$ cat src/rtl/gnt_packet_mux.sv
// gnt_packet_mux: locks onto the client granted by the upstream round-robin arbiter
// and forwards that client's packet through a single registered output stage.
module gnt_packet_mux #(
    parameter int CLIENTS = 16,
    parameter int DW      = 32,
    parameter int TIMEOUT = 15,
    localparam int IDW    = (CLIENTS > 1) ? $clog2(CLIENTS) : 1
) (
    input  logic                  clk,
    input  logic                  rst,
    input  logic [CLIENTS-1:0]    gnt,
    input  logic [CLIENTS-1:0]    s_valid,
    input  logic [CLIENTS*DW-1:0] s_data,
    input  logic [CLIENTS-1:0]    s_last,
    output logic [CLIENTS-1:0]    s_ready,
    output logic                  m_valid,
    output logic [DW-1:0]         m_data,
    output logic                  m_last,
    output logic [IDW-1:0]        m_id,
    input  logic                  m_ready,
    output logic                  busy,
    output logic                  err_gnt,
    output logic                  timeout_pulse,
    output logic [15:0]           drop_cnt
);

    localparam int TW = (TIMEOUT > 0) ? $clog2(TIMEOUT + 1) : 1;

    typedef enum logic [1:0] {
        IDLE = 2'b01,
        BUSY = 2'b10
    } state_t;

    state_t         state;
    logic [IDW-1:0] owner;
    logic [TW-1:0]  idle_cnt;

    logic           gnt_any;
    logic           gnt_multi;
    logic [IDW-1:0] gnt_idx;
    logic           out_free;
    logic           owner_valid;
    logic           owner_last;
    logic [DW-1:0]  owner_data;
    logic           accept;
    logic           timed_out;

    assign gnt_any   = |gnt;
    assign gnt_multi = |(gnt & (gnt - CLIENTS'(1)));

    // Lowest set bit wins when the arbiter misbehaves and grants several clients.
    always_comb begin
        // NOTE: every always_comb output gets a default first so no latch is inferred.
        gnt_idx = '0;
        for (int i = CLIENTS - 1; i >= 0; i--) begin
            if (gnt[i]) gnt_idx = IDW'(i);
        end
    end

    assign busy        = (state == BUSY);
    assign out_free    = !m_valid || m_ready;
    assign owner_valid = s_valid[owner];
    assign owner_last  = s_last[owner];
    assign owner_data  = s_data[owner*DW +: DW];
    assign accept      = busy && owner_valid && out_free;
    assign timed_out   = (TIMEOUT > 0) && busy && !accept && (idle_cnt == TW'(TIMEOUT));

    always_comb begin
        s_ready = '0;
        if (busy) s_ready[owner] = out_free;
    end

    always_ff @(posedge clk or posedge rst) begin
        if (rst) begin
            state         <= IDLE;
            owner         <= '0;
            idle_cnt      <= '0;
            err_gnt       <= 1'b0;
            timeout_pulse <= 1'b0;
            drop_cnt      <= '0;
        end else begin
            timeout_pulse <= 1'b0;
            case (state)
                IDLE: begin
                    if (gnt_any) begin
                        state    <= BUSY;
                        owner    <= gnt_idx;
                        idle_cnt <= '0;
                        if (gnt_multi) err_gnt <= 1'b1;
                    end
                end
                BUSY: begin
                    if (gnt_any && (drop_cnt != 16'hFFFF)) drop_cnt <= drop_cnt + 16'd1;
                    // A stalled-but-valid owner is making progress, so it never ages.
                    if (accept) begin
                        idle_cnt <= '0;
                        if (owner_last) state <= IDLE;
                    end else if (timed_out) begin
                        state         <= IDLE;
                        timeout_pulse <= 1'b1;
                    end else if (!owner_valid && (TIMEOUT > 0)) begin
                        idle_cnt <= idle_cnt + TW'(1);
                    end
                end
                // NOTE: the one-hot encoding leaves unused codes; any of them recovers to IDLE.
                default: state <= IDLE;
            endcase
        end
    end

    // Output register holds its beat until the sink takes it; a held beat drains after release.
    always_ff @(posedge clk or posedge rst) begin
        if (rst) begin
            m_valid <= 1'b0;
            m_data  <= '0;
            m_last  <= 1'b0;
            m_id    <= '0;
        end else if (accept) begin
            m_valid <= 1'b1;
            m_data  <= owner_data;
            m_last  <= owner_last;
            m_id    <= owner;
        end else if (m_ready) begin
            m_valid <= 1'b0;
        end
    end

endmodule

$ cat config.mk
export PLATFORM = sky130hd
export DESIGN_NAME = gnt_packet_mux
export DESIGN_NICKNAME = d
export VERILOG_FILES = /design/src/rtl/gnt_packet_mux.sv
export SDC_FILE = /design/constraint.sdc
export NUM_CORES = 1
export LEC_CHECK = 0
export ABC_AREA = 1
export BUFFER_PORTS_ARGS = -buffer_cell sky130_fd_sc_hd__buf_2
export CAP_MARGIN = 20
export CORE_AREA = 4 4 248 250
export DETAILED_ROUTE_END_ITERATION = 8
export DIE_AREA = 0 0 252 254
export PLACE_DENSITY = 0.35
export SLEW_MARGIN = 40
export SYNTH_ARGS = -nofsm -noshare
export SYNTH_HDL_FRONTEND = slang
export SYNTH_SLANG_ARGS = --single-unit
$ cat constraint.sdc
create_clock -name clk -period 2.4 [get_ports clk]
set_input_delay 0.12 -clock clk [delete_from_list [all_inputs] [get_ports clk]]
set_output_delay 0.12 -clock clk [all_outputs]
set_load 0.01 [all_outputs]
==> results.yml, run 1 <==
detailed_routing:
  vias: 10330
  routedWlPerCell_um: 20.37
  ant_nets: 0
  drt_pass1_iterations: 5
  viasPerCell: 4.246
  first_iter_violations: 571
  drc: 0
  wirelength_um: 49580
die:
  start_util_pct: 11.56
  dieArea_um2: 64010
  io_pins: 636
  core_area_um2: 59020
  die_x_um: 252
  rows: 89
  fp.dieH_um: 254
hold_path:
  hp-class: "in2reg"
run_status:
  status: "finished, final reports clean"
finish:
  drive_above_1_share_pct: 44.02
  seqCellArea_um2: 1655
  multi_input_comb_area_um2: 4659
  fillCellCount: 6926
  syn_to_final_growth_pct: 68.46
  nets: 2217
  final_cells: 2434
worst_setup_path:
  r2r.worst_path.cells: 11
  r2r_end: "m_data[31]"
  cp-endpoint: "s_ready[11]"
  critPathLaunchType: "flip-flop"
  cp_cell_sequence: "nand2_1 > bufinv_16 > buf_16 > buf_4 > nand2_1 > nor2_1 > buf_2"
  crit_arrival_ns: 2.08
  crit_type: "reg2out"
  slowest_stage: "dfrtp_2"
  path_max_fanout: 45
  reg2reg_from: "owner[1]"
  cp-startpoint: "owner[0]"
  worstSetupEndpointType: "output pin"
  slowest_delay_ns: 0.44
  crit_top_cell: "nand2_1"
  r2r_setup_slack_ns: 0.24
  critPathRequiredTime_ns: 2.28
global_route:
  antenna_found_initial: 10
  grt_overflow: 0
  grt_pass1_vias: 10580
  grt_pass1_wl_um: 68920
  grt_max_degree: 59
  grtUsageTotal_pct: 14.61
timing:
  hold_violations: 0
  slew-limit-headroom_pct: 62.88
  fin_ws_ns: 0.2000
  slew_violations: 0
  skew_ns: 0.007963
  fmax_mhz: 454.6
  worstMarginPinSlew_ns: 0.5567
  period_share_pct: 91.66
  rsz0062_at_grt: "false"
  setup-violations-final: 0
  setup_tns_ns: 0
  layout_min_cycle_time_ns: 2.200
clocking:
  cts.clk_slew.worst_paths_ns: 0.06
  insertion_delay_ns: 0.37
  h-tree-depth: 3
  cts_made_buffers: 9
  cts_tree: "yes"
  cts.sinks: 66
  cts_root_buf: "clkbuf_16"
  clock_path_buffers: 2
synth:
  synth-edff-count: 0
  yosysSeqAreaShare_pct: 24.22
  async_reset_ff_share_pct: 100.0
  ys.flop_type: "dfrtp_1"
  netlist.area_leader.share_pct: 29.04
  syn_area_um2: 6824
  syn_avg_cell_area_um2: 6.555
  synth_seq_cells: 66
  yosys_warnings: 0
  synth_cell_type_count: 36
  synth_most_common_cell: "nand2_1"
  syn_nets: 1606
  synthCells: 1041
  synth_top_area_cell: "a22oi_1"
  synth_common_cells: "nand2_1, a22oi_1, dfrtp_1, nand3_1, nor2_1"
  ys_top_cells_by_area: "a22oi_1, dfrtp_1, nand2_1"
power:
  power_mw: 11.40
  vdd_drop_max_uv: 502.4
  power_density_nw_per_um2: 991.9
  cellLeakagePower_nw: 5.958
job:
  cap_violations: 0
place:
  dp_hpwl_um: 41190
  gp_congestion: 0.8386
  dp_cells: 2408
  place_ws_ns: 0.07716
  portBuffers: 635
what timing repair did:
| action | 4_1_cts | 5_1_grt |
|---|---|---|
| setup endpoints to repair | 0 | 6 |
| hold endpoints to repair | 41 | 0 |
| hold buffers | 1 | 0 |
| resized for setup | 0 | 8 |
| setup buffers | 0 | 5 |
critical path: cells and delay by family, from the launching register on:
family / cells / cell delay, ns
buf+inv: 4 / 0.88
simple gates: 3 / 0.35
flops: 1 / 0.44
through the flow:
step	area, µm²	utilization [%]	hold slack, ns
2_1_floorplan	6824	-	0.2735
3_3_place_gp	11070	18.76	0.3141
3_5_place_dp	11070	18.76	0.3206
4_1_cts	11370	19.27	0.06146
5_1_grt	11490	19.47	0.09663
6_report	11500	19.48	0.07603
routing by layer:
metal	up-vias	share of wire, %	GRT usage [%]
met1	4858	42	17.91
li1	4951	-	-
met2	474	49	25.54
met5	-	0.083	0
met3	45	7.5	3.132
met4	6	2.2	4.745
cell families after synthesis:
logic type / Yosys count / share of synthesized area (%)
fa+ha+maj: 2 / 0.3666
compound gates: 355 / 36.71
xor+xnor: 17 / 2.182
flops: 66 / 24.22
mux: 1 / 0.1650
simple gates: 476 / 28.09
buf+inv: 124 / 8.269
placed cells by master, fill, tap and decap left out, drive strengths merged:
| cell type | count |
|---|---|
| ha | 2 |
| clkbuf | 9 |
| dlygate4sd3 | 1 |
| diode | 5 |
| nor2 | 52 |
| a21boi | 2 |
| nand4 | 8 |
| a211oi | 1 |
| buf | 680 |
| nand3 | 52 |
| xnor2 | 8 |
| clkinv | 2 |
| o31ai | 1 |
| a22oi | 264 |
| o21ai | 47 |
| nor4 | 2 |
| clkinvlp | 2 |
| xor2 | 9 |
| o22ai | 1 |
| nand2 | 356 |
| o211ai | 1 |
| mux2 | 1 |
| a21oi | 37 |
| dfstp | 1 |
| a31oi | 1 |
| inv | 43 |
| nor3 | 6 |
| dfrtp | 65 |
| bufinv | 2 |
how the worst min path moves through the flow:
stage	start	to	slack (ns)	depth (start not counted)
after floorplan	gnt[0]	owner[0]	0.27	3
after global placement	rst	m_data[3]	0.31	2
after detailed placement	rst	m_data[3]	0.32	2
final	gnt[0]	owner[0]	0.08	4
after CTS	gnt[0]	owner[0]	0.06	4
after global routing	gnt[0]	owner[0]	0.1	4
state kept, by name, summed over array words and instances (netlist names):
signal         flops
owner              4
m_last             1
m_data            32
timeout_pulse      1
err_gnt            1
idle_cnt           4
m_id               4
m_valid            1
state              2
drop_cnt          16
report_power, final:
| group | internal [mW] | switching, mW |
|---|---|---|
| clock network | 0.803 | 0.616 |
| registers | 1.49 | 0.282 |
| logic | 3.10 | 5.11 |
| total | 5.39 | 6.01 |
layout make-up:
cell class	instances	share of cell area (%)
sequential	66	14.40
timing repair buffer	681	32.32
clock buffer	9	1.959
multi-input combinational	851	40.53
inverter	43	1.676
tap	773	8.413
clock inverter	6	0.5877
antenna	5	0.1088
No activity file was read; power rests on OpenSTA's default activity.
==> run 2: changes to the inputs <==
- ABC_AREA: 1 -> not set
- CAP_MARGIN: 20 -> 15
- CORE_AREA: 4 4 248 250 -> 4 4 246 248
- DIE_AREA: 0 0 252 254 -> 0 0 250 252
- PLACE_DENSITY: 0.35 -> 0.36
==> results.yml, run 2 <==
clocking:
  cts.sinks: 66
  cts_tree: "yes"
  clock_path_buffers: 2
  cts_root_buf: "clkbuf_16"
  cts_made_buffers: 9
  h-tree-depth: 3
  insertion_delay_ns: 0.38
  cts.clk_slew.worst_paths_ns: 0.07
synth:
  synth_common_cells: "mux4_2, dfrtp_1, nor2_1, mux2_2, clkbuf_1"
  yosys_warnings: 0
  ys.flop_type: "dfrtp_1"
  yosysSeqAreaShare_pct: 22.59
  syn_area_um2: 7318
  netlist.area_leader.share_pct: 52.01
  synth_top_area_cell: "mux4_2"
  synth_cell_type_count: 53
  ys_top_cells_by_area: "mux4_2, dfrtp_1, mux2_2"
  synth-edff-count: 0
  syn_nets: 1074
  async_reset_ff_share_pct: 100.0
  syn_avg_cell_area_um2: 14.38
  synth_seq_cells: 66
  synthCells: 509
  synth_most_common_cell: "mux4_2"
timing:
  slew_violations: 0
  rsz0062_at_grt: "true"
  skew_ns: 0.01102
  period_share_pct: 100.1
  hold_violations: 0
  layout_min_cycle_time_ns: 2.402
  slew-limit-headroom_pct: 63.10
  worstMarginPinSlew_ns: 0.5395
  setup-violations-final: 1
  fin_ws_ns: -0.001718
  fmax_mhz: 416.4
detailed_routing:
  first_iter_violations: 428
  wirelength_um: 56040
  drc: 0
  ant_nets: 0
  vias: 8542
  drt_pass1_iterations: 5
  routedWlPerCell_um: 28.40
  viasPerCell: 4.329
worst_setup_path:
  worstSetupEndpointType: "flip-flop"
  path_max_fanout: 7
  critPathLaunchType: "flip-flop"
  cp_cell_sequence: "buf_12 > mux4_2 > mux2i_4 > mux2_4 > nor2_4 > buf_12 > clkbuf_16 > mux2_4"
  cp-startpoint: "owner[0]"
  slowest_delay_ns: 0.54
  critPathRequiredTime_ns: 2.66
  slowest_stage: "mux4_2"
  crit_arrival_ns: 2.66
  crit_type: "reg2reg"
  reg2reg_from: "owner[0]"
die:
  io_pins: 636
  die_x_um: 250
  core_area_um2: 58460
  fp.dieH_um: 252
  rows: 89
  dieArea_um2: 63000
  start_util_pct: 12.52
hold_path:
  worstHoldStart: "gnt[1]"
  hp-class: "in2reg"
finish:
  syn_to_final_growth_pct: 71.62
  largestRegisters: "m_data: 32 flops, drop_cnt: 16 flops"
  drive_above_1_share_pct: 79.22
  nets: 1744
  post-route-util_pct: 21.48
  final_common_cell: "buf_2"
  largest-register: "m_data"
  final_cell_mix: "buf_2, mux4_2, dfrtp_1"
  largest_register_ffs: 32
power:
  power_mw: 13.14
  vdd_drop_max_uv: 479.8
  power_density_nw_per_um2: 1046
  cellLeakagePower_nw: 5.612
job:
  cap_violations: 0
global_route:
  antenna_found_initial: 69
  grt_overflow: 0
  grt_pass1_vias: 9109
  grtUsageTotal_pct: 16.83
  grt_max_degree: 44
  grt_pass1_wl_um: 73530
place:
  dp_hpwl_um: 48040
  place_ws_ns: -0.07923
  portBuffers: 635
  gp_congestion: 0.9450
run_status:
  violations: "setup timing"
  status: "finished, violations left"
-- run 2: cell types whose count changed after synthesis, moves of 19 or more --
cell / previous run / this run
nand3_1: 49 / 11
a22oi_1: 264 / 0
a21oi_1: 37 / 9
mux2_2: 1 / 28
nand2_1: 356 / 18
mux4_2: 0 / 169
buf_2: 34 / 2
inv_1: 41 / 5
o21ai_1: 20 / 1
-- run 2: layout make-up --
cell class              count  area [µm²]
diodes                     16       40.04
clock buffers               9       225.2
clock inverters             7       77.57
fillers                  6465       45900
inverters                   6       27.53
multi-input cells         389        5433
flip-flops and latches     66        1665
well taps                 773       967.2
repair buffers            707        4124
-- run 2: logic make-up after synthesis --
group	Yosys count	synth area share, %
muxes	209	58.57
and+or+nand+nor	117	8.224
DFF	66	22.59
buffers and inverters	54	4.291
AOI/OAI and AO/OA	45	4.052
xor gates and xnor gates	15	1.795
adders and majority gates	3	0.4787
-- run 2: critical path: cells and delay by family, from the launching register on --
kind | cells | cell delay [ns]
buf+inv | 3 | 0.47
mux | 4 | 1.31
simple gates | 1 | 0.05
flops | 1 | 0.43
-- run 2: per-layer routing --
| layer | GRT usage, % | vias to the layer above | share of wire (%) | wire (µm) |
|---|---|---|---|---|
| met5 | 0 | - | 0.31 | 174 |
| met4 | 5.595 | 30 | 3.3 | 1854 |
| met3 | 5.164 | 118 | 7.4 | 4137 |
| met2 | 29.33 | 470 | 50 | 27920 |
| met1 | 19.83 | 4363 | 39 | 21960 |
| li1 | - | 3561 | - | - |
-- run 2: stage by stage --
step | cells | instance area (µm²) | hold slack (ns) | setup TNS, ns
3_3_place_gp | 1917 | 11760 | 0.3304 | -0.8279
2_1_floorplan | 509 | 7318 | 0.2820 | 0
3_5_place_dp | 1917 | 11760 | 0.3260 | -1.309
5_1_grt | 1965 | 12540 | 0.05967 | -1.407
4_1_cts | 1937 | 12150 | 0.02753 | -0.7150
6_report | 1973 | 12560 | 0.06850 | -0.001718
-- run 2: worst paths after layout --
path,cells after the start,slack (ns),endpoint
setup / recovery,8,-0.002,m_data[2]
hold / removal,3,0.07,owner[0]
setup reg to reg,8,-0.002,m_data[2]
hold reg to reg,2,0.49,err_gnt
max in group asynchronous,4,1.46,owner[3]
min in group asynchronous,3,0.36,m_data[26]
-- run 2: power by group --
part / internal [mW] / switching (mW)
clock: 0.816 / 0.704
sequential: 1.59 / 0.436
combinational: 5.53 / 4.07
total: 7.93 / 5.21
-- run 2: repair_timing --
item                                    CTS  global route
endpoints found under the setup margin   38            38
hold endpoints to repair                 41             0
setup buffers                             3            15
gates cloned                              0             7
pin swaps                                 0             1
hold buffers                              1             0
gates resized for setup                  11            24
